==> src/rtl/rot_ctrl.sv <==
// Rotate-core sequencer: walks the source image in raster order and, per pixel,
// issues one DMA read and one DMA write to the rotated destination address.
module rot_ctrl #(
    parameter int ADDR_W = 32,
    parameter int DIM_W  = 16,
    parameter int DATA_W = 8
) (
    input  logic              I_ROTCTRL_PCLK,
    input  logic              I_ROTCTRL_PRESET_N,
    input  logic              I_ROTCTRL_START,
    input  logic              I_ROTCTRL_SRESET,
    input  logic [ADDR_W-1:0] I_ROTCTRL_SRC,
    input  logic [ADDR_W-1:0] I_ROTCTRL_DST,
    input  logic [DIM_W-1:0]  I_ROTCTRL_H,
    input  logic [DIM_W-1:0]  I_ROTCTRL_W,
    input  logic [1:0]        I_ROTCTRL_MODE,
    input  logic              I_ROTCTRL_DIR,
    input  logic              I_ROTCTRL_INTR_MASK,
    input  logic              I_ROTCTRL_INTR_CLR,
    output logic              O_ROTCTRL_RD_REQ,
    output logic [ADDR_W-1:0] O_ROTCTRL_RD_ADDR,
    input  logic              I_ROTCTRL_RD_ACK,
    input  logic [DATA_W-1:0] I_ROTCTRL_RD_DATA,
    output logic              O_ROTCTRL_WR_REQ,
    output logic [ADDR_W-1:0] O_ROTCTRL_WR_ADDR,
    output logic [DATA_W-1:0] O_ROTCTRL_WR_DATA,
    input  logic              I_ROTCTRL_WR_ACK,
    output logic [DIM_W-1:0]  O_ROTCTRL_NEW_H,
    output logic [DIM_W-1:0]  O_ROTCTRL_NEW_W,
    output logic              O_ROTCTRL_START_CLR,
    output logic              O_ROTCTRL_BUSY,
    output logic              O_ROTCTRL_IRQ
);

    localparam int PW = (ADDR_W > 2 * DIM_W) ? ADDR_W : 2 * DIM_W;
    localparam logic [DIM_W-1:0] ONE_D = 1;
    localparam logic [PW-1:0]    ONE_P = 1;

    // RD_END / WR_END are the one-cycle request-drop slots after each ack.
    typedef enum logic [2:0] {
        S_IDLE, S_SETUP, S_RD, S_RD_END, S_WR, S_WR_END, S_NEXT, S_DONE
    } state_t;

    state_t            state_q, state_d;
    logic              start_d_q;
    logic [DIM_W-1:0]  r_q, r_d, c_q, c_d;
    logic              pending_q, pending_d;
    logic [DIM_W-1:0]  new_h_q, new_w_q;

    logic [ADDR_W-1:0] src_q, dst_q;
    logic [DIM_W-1:0]  h_q, w_q;
    logic [1:0]        rot_q;
    logic [DATA_W-1:0] pix_q;

    logic              launch;
    logic [1:0]        eff_rot;
    logic [PW-1:0]     rr, cc, hh, ww, lin, idx;

    assign launch  = (state_q == S_IDLE) && I_ROTCTRL_START && !start_d_q && !I_ROTCTRL_SRESET;
    // CCW swaps the two quarter turns; 0 and 180 are direction-independent.
    assign eff_rot = I_ROTCTRL_MODE ^ {I_ROTCTRL_DIR & I_ROTCTRL_MODE[0], 1'b0};

    always_comb begin
        state_d   = state_q;
        r_d       = r_q;
        c_d       = c_q;
        pending_d = pending_q;
        if (I_ROTCTRL_INTR_CLR) pending_d = 1'b0;
        if (state_q == S_DONE)  pending_d = 1'b1;
        case (state_q)
            S_IDLE:   if (launch) state_d = S_SETUP;
            S_SETUP: begin
                r_d = '0;
                c_d = '0;
                state_d = (h_q == '0 || w_q == '0) ? S_DONE : S_RD;
            end
            S_RD:     if (I_ROTCTRL_RD_ACK) state_d = S_RD_END;
            S_RD_END: state_d = S_WR;
            S_WR:     if (I_ROTCTRL_WR_ACK) state_d = S_WR_END;
            S_WR_END: state_d = S_NEXT;
            S_NEXT: begin
                if (c_q == w_q - ONE_D) begin
                    c_d = '0;
                    if (r_q == h_q - ONE_D) begin
                        state_d = S_DONE;
                    end else begin
                        r_d = r_q + ONE_D;
                        state_d = S_RD;
                    end
                end else begin
                    c_d = c_q + ONE_D;
                    state_d = S_RD;
                end
            end
            S_DONE:   state_d = S_IDLE;
            default:  state_d = S_IDLE;
        endcase
        if (I_ROTCTRL_SRESET) begin
            state_d = S_IDLE;
            r_d = '0;
            c_d = '0;
        end
    end

    always_ff @(posedge I_ROTCTRL_PCLK) begin
        if (!I_ROTCTRL_PRESET_N) begin
            state_q   <= S_IDLE;
            start_d_q <= 1'b0;
            r_q       <= '0;
            c_q       <= '0;
            pending_q <= 1'b0;
            new_h_q   <= '0;
            new_w_q   <= '0;
        end else begin
            state_q   <= state_d;
            start_d_q <= I_ROTCTRL_START;
            r_q       <= r_d;
            c_q       <= c_d;
            pending_q <= pending_d;
            if (state_q == S_SETUP && !I_ROTCTRL_SRESET) begin
                new_h_q <= rot_q[0] ? w_q : h_q;
                new_w_q <= rot_q[0] ? h_q : w_q;
            end
        end
    end

    // Job configuration and pixel buffer; outputs are gated so these need no reset.
    always_ff @(posedge I_ROTCTRL_PCLK) begin
        if (launch) begin
            src_q <= I_ROTCTRL_SRC;
            dst_q <= I_ROTCTRL_DST;
            h_q   <= I_ROTCTRL_H;
            w_q   <= I_ROTCTRL_W;
            rot_q <= eff_rot;
        end
        if (state_q == S_RD && I_ROTCTRL_RD_ACK) pix_q <= I_ROTCTRL_RD_DATA;
    end

    always_comb begin
        rr  = PW'(r_q);
        cc  = PW'(c_q);
        hh  = PW'(h_q);
        ww  = PW'(w_q);
        lin = rr * ww + cc;
        case (rot_q)
            2'd1:    idx = cc * hh + (hh - ONE_P - rr);
            2'd2:    idx = (hh - ONE_P - rr) * ww + (ww - ONE_P - cc);
            2'd3:    idx = (ww - ONE_P - cc) * hh + rr;
            default: idx = lin;
        endcase
    end

    assign O_ROTCTRL_RD_REQ    = (state_q == S_RD);
    assign O_ROTCTRL_WR_REQ    = (state_q == S_WR);
    assign O_ROTCTRL_RD_ADDR   = O_ROTCTRL_RD_REQ ? src_q + lin[ADDR_W-1:0] : '0;
    assign O_ROTCTRL_WR_ADDR   = O_ROTCTRL_WR_REQ ? dst_q + idx[ADDR_W-1:0] : '0;
    assign O_ROTCTRL_WR_DATA   = O_ROTCTRL_WR_REQ ? pix_q : '0;
    assign O_ROTCTRL_NEW_H     = new_h_q;
    assign O_ROTCTRL_NEW_W     = new_w_q;
    assign O_ROTCTRL_START_CLR = (state_q == S_SETUP);
    assign O_ROTCTRL_BUSY      = (state_q != S_IDLE);
    assign O_ROTCTRL_IRQ       = pending_q & ~I_ROTCTRL_INTR_MASK;

endmodule

==> config.mk <==
export PLATFORM = sky130hd
export DESIGN_NAME = rot_ctrl
export DESIGN_NICKNAME = d
export VERILOG_FILES = /design/src/rtl/rot_ctrl.sv
export SDC_FILE = /design/constraint.sdc
export NUM_CORES = 2
export LEC_CHECK = 0
export CORE_UTILIZATION = 35
export DETAILED_ROUTE_END_ITERATION = 7
export GPL_TIMING_DRIVEN = 0
export PLACE_DENSITY = 0.5
export SLEW_MARGIN = 40
export SYNTH_ARGS = -nofsm -noshare
export SYNTH_HDL_FRONTEND = slang
export SYNTH_SLANG_ARGS = --single-unit
export TNS_END_PERCENT = 20
==> constraint.sdc <==
create_clock -name I_ROTCTRL_PCLK -period 31.4 [get_ports I_ROTCTRL_PCLK]
set_input_delay 3.14 -clock I_ROTCTRL_PCLK [delete_from_list [all_inputs] [get_ports I_ROTCTRL_PCLK]]
set_output_delay 3.14 -clock I_ROTCTRL_PCLK [all_outputs]
set_load 0.05 [all_outputs]
======== Word-level counts from Yosys, hierarchy flattened ========
Cells that the tools add are included.
word-level totals
  register bits ........................... 175
  input bits .............................. 115
  output and inout bits ................... 109
  word-level logic and storage cells ...... 90
operators by class
  add/subtract/negate cells ............... 14
  multipliers ............................. 4
  equality and inequality tests ........... 17
  multiplexer cells ....................... 20
  bitwise gates (word level) .............. 5
  reduce and logical (&&, ||, !) cells .... 17
operator list
  operator               number
  $add 32x32->32         4
  $pmux 32 s3            1
  $mux 16                5
  $add 32x16->32         2
  $mul 16x16->32         2
  $mul 18x17->32         2
  $mux 32                2
  $pmux 16 s2            2
  $sub 17x17->18         2
  $sub 16x1->17 const B  2
  $add 16x1->16 const B  2
  $eq 16x16->1           2
  $logic_not 16->1       2
  $sub 16x1->16 const B  2
  $pmux 3 s8             1
  $mux 3                 6
  $eq 3x3->1 const B     4
  $mux 8                 1
  $eq 3x2->1 const B     2
  $ne 2x2->1 const B     3
  $reduce_and 3->1       2
  $logic_and 1x1->1      5
  $eq 2x2->1 const B     2
  $ne 2x1->1 const B     2
  other kinds (12)       17

======== Longest topological paths before layout ========
  depth in word-level cells ............... 7
  gate-level depth with buffers ........... 52
  gate-level depth less buffers ........... 51

======== Worst setup path after synthesis ========
No wires, ideal clock.
  kind .................................... reg-to-output
  start ................................... reg h_q[0]
  end ..................................... out O_ROTCTRL_WR_ADDR[31]
  arrival time ............................ 11.796 ns
  data required time ...................... 28.260 ns
  setup slack ............................. 16.464 ns
  stages on the path, launching flop included .. 42
  path buffers ............................ 2
  cells stage by stage .................... edfxtp_1 -> clkinv_1 -> clkbuf_1 -> ha_1 -> nand3b_1 -> nor3_1 -> xor2_1 -> ha_1 -> a21oi_1 -> nand2_1 -> a221o_1 -> a221oi_1 -> o21ai_0 -> nand2_1 -> clkbuf_1 -> nand2_1 -> fa_1 -> fa_1 -> [... 6 more ...] -> inv_1 -> ha_1 -> nand4_1 -> nor2_1 -> o311ai_0 -> nor2b_1 -> xnor2_1 -> mux4_2 -> ha_1 -> a21oi_1 -> or4b_2 -> o21ai_0 -> a2111oi_0 -> or3_1 -> a41o_1 -> a21oi_1 -> xnor3_1 -> nor2_1
on the way
  cells in the longest elaborated chain, start to end .. 7
ends and longest elaborated chain
  element                 line      RTL
  start, declared         51        logic [DIM_W-1:0] h_q, w_q;
  start signal, assigned  132       h_q <= I_ROTCTRL_H;
  $sub 16x1->17           146, 147
  $sub 17x17->18          146, 147
  $mul 18x17->32          147       2'd2: idx = (hh - ONE_P - rr) * ww + (ww - ONE_P - cc);
  $add 32x32->32          147
  $pmux 32 s3 *           145       case (rot_q)
  $add 32x32->32 *        156       assign O_ROTCTRL_WR_ADDR = O_ROTCTRL_WR_REQ ? dst_q + idx[ADDR_W-1:0] : '0;
  $mux 32 *               156
  end, declared           25        output logic [ADDR_W-1:0] O_ROTCTRL_WR_ADDR,
Mark *: on every way between the ends. The rest lies on a longest branch, timed or not.

======== Final worst setup path ========
Same ends and word-level chain as after synthesis.

==> impl_metrics.env <==
export IMPL_status="finished, final reports clean"
export IMPL_setup_viol=0
export IMPL_fp_dieH_um=388
export IMPL_critPathMostFrequentCell="fa_1"
export IMPL_report_final_slew_viol_count=0
export IMPL_layout_commonest_cell="inv_1"
export IMPL_cts_setup_buffers=0
export IMPL_synth_edf_count=106
export IMPL_cp_start_kind="flip-flop"
export IMPL_yosys_warnings=0
export IMPL_hold_viol=0
export IMPL_ys_types=77
export IMPL_start_util_pct=35.3
export IMPL_worst_pin_slew_ps=939
export IMPL_io_buffers=222
export IMPL_grt_pass1_wl_mm=288
export IMPL_first_pass_iters=6
export IMPL_overflow=0
export IMPL_htree_levels=4
export IMPL_hp_start="O_ROTCTRL_NEW_W[12]$_SDFFE_PN0P_"
export IMPL_holdCritPathClass="reg -> reg"
export IMPL_drv_cap=0
export IMPL_design_area_um2=58300
export IMPL_core_area_um2=148000
export IMPL_dieWidth_um=388
export IMPL_synth_top_area_share_pct=38.7
export IMPL_final_nets=7775
export IMPL_drive_gt1_share_pct=3.41
export IMPL_track_usage_pct=26.4
export IMPL_synth_seq_cells=175
export IMPL_drc=0
export IMPL_syn2layout_area_growth_pct=11.6
export IMPL_clock_sinks=175
export IMPL_r2r_start="h_q[0]$_DFFE_PP_"
export IMPL_cp_max_fo=10
export IMPL_grt_pass1_vias=41600
export IMPL_rows=141
export IMPL_multi_input_area_um2=41900
export IMPL_synth_net_count=7517
export IMPL_synth_area_leader_cell="fa_1"
export IMPL_worstPathRequired_ps=28260
export IMPL_postRouteAntennaNets=0
export IMPL_yosys_top_cells_area="fa_1 39%, ha_1 11%, inv_1 9.8%"
export IMPL_ioPinCount=224
export IMPL_clockBufferDepth=2
export IMPL_syn_inst=5916
export IMPL_cts_resized=0
export IMPL_pre_cts_slack_ps=12800
export IMPL_grt_max_degree=19
export IMPL_clock_latency_ps=540
export IMPL_die_area_um2=151000
export IMPL_setup_ws_ps=12100
export IMPL_layout_common_cells="1366 x inv_1, 1008 x fa_1, 733 x nand2_1"
export IMPL_wl_mm=198
export IMPL_crit_path_start="h_q[0]$_DFFE_PP_"
export IMPL_synth_area_um2=52200
export IMPL_dpl_cell_area_um2=57600
export IMPL_cts_clk_slew_worst_paths_ps=80
export IMPL_cts_root_buf="clkbuf_16"
export IMPL_slew_headroom_pct=37.2
export IMPL_fin_crit_sh_pct=61.5
export IMPL_max_freq_mhz=51.8
export IMPL_cts_tree="built"
export IMPL_slowest_delay_ps=810
export IMPL_endpoint_kind="output pin"
export IMPL_slowest_stage="clkdlybuf4s50_1"
export IMPL_nFillCells=15200
export IMPL_postCtsHoldBufs=0
export IMPL_first_iter_violations=3535
export IMPL_num_vias=41600
export IMPL_viasPerCell=5.13
export IMPL_final_setup_tns_ps=0
export IMPL_antenna_found_initial=20
export IMPL_place_hpwl_mm=169
export IMPL_async_flop_share_pct=0
export IMPL_gp_congestion=0.953
export IMPL_clock_skew_ps=37.4
export IMPL_rsz0062_at_grt="false"
export IMPL_regArea_um2=4560
export IMPL_critPathKind="reg -> out"
export IMPL_synth_ff_type="edfxtp_1"
export IMPL_cp_arrival_ps=16160
export IMPL_ys_seq_area_share_pct=8.74
export IMPL_postSynthAreaPerCell_um2=8.82
export IMPL_finalCriticalPeriod_ps=19300
export IMPL_avgRoutedWirePerCell_um=24.3
export IMPL_cts_made_buffers=17
## critical path, delay by kind of cell (launching register included)
| family | cells | cell delay [ps] |
|---|---|---|
| AO/OA/AOI/OAI | 12 | 3240 |
| XOR/XNOR | 3 | 1220 |
| multiplexers | 1 | 560 |
| buffers and inverters | 9 | 2520 |
| adder cells (fa/ha/maj) | 10 | 4500 |
| flip-flops | 1 | 780 |
| AND/OR/NAND/NOR | 13 | 2760 |
## layout make-up
class	instances	share of cell area, %
clock inverter	10	0.260
tap	1930	4.15
timing repair buffer	239	4.39
buffer	259	1.81
clock buffer	22	0.762
multi-input combinational	4112	71.9
antenna	8	0.0344
inverter	1370	8.83
sequential	175	7.84
## cells in the mapped netlist (all sizes together), types with 21 or more instances
cell and n:
and2 401, nor2 273, ha 478, o21a 27
edfxtp 106, nand2b 41, mux2i 31, o21ai 101
a211oi 25, o21bai 23, o211a 33, xor2 93
dfxtp 69, mux4 27, or3 22, nor3 60
and3 33, xnor2 169, fa 1008, clkbuf 235
o211ai 21, nand2 733, a21oi 166, nor2b 45
nand3 43, a21o 72, inv 1367, buf 24
## registers in the layout, summed over array words and instances (netlist names)
name / flops
dst_q: 32
src_q: 32
O_ROTCTRL_NEW_H: 16
O_ROTCTRL_NEW_W: 16
c_q: 16
h_q: 16
r_q: 16
w_q: 16
pix_q: 8
state_q: 3
rot_q: 2
pending_q: 1
start_d_q: 1
## metrics by stage
| stage | hold slack, ps | utilization (%) | instances |
|---|---|---|---|
| after floorplan | 451 | - | 5916 |
| after global placement | 487 | 38.5 | 8068 |
| after detailed placement | 487 | 39.0 | 8085 |
| after CTS | 515 | 39.4 | 8117 |
| after global routing | 530 | 39.4 | 8117 |
| final | 514 | 39.4 | 8125 |
## metal layers
layer,routed length (um),global-route usage [%],up-vias
li1,-,-,18600
met1,86600,37.1,21200
met2,86400,40.3,1630
met3,16000,4.77,242
met4,8390,9.83,12
met5,253,0,-
## final timing paths
check | to | slack [ps] | cells past startpoint
setup / recovery | O_ROTCTRL_WR_ADDR[31] | 12100 | 48
hold / removal | O_ROTCTRL_NEW_W[12]$_SDFFE_PN0P_ | 510 | 1
setup reg to reg | r_q[13]$_SDFFE_PP0P_ | 24730 | 19
hold reg to reg | O_ROTCTRL_NEW_W[12]$_SDFFE_PN0P_ | 510 | 1
## kinds of logic (layout without fill, tap and decap cells)
family / after synthesis / in the layout / synth area share, %
buf+inv: 1629 / 1900 / 11.7
simple gates: 1714 / 1714 / 15.6
other cells: 0 / 8 / 0
compound gates: 589 / 589 / 7.55
mux: 58 / 58 / 1.76
fa+ha+maj: 1486 / 1486 / 50.1
flops: 175 / 175 / 8.74
xor+xnor: 265 / 265 / 4.52
Power is left out: the tool's default activity adds up to more than one toggle a clock period on the data nets, which glitch-free logic cannot reach.
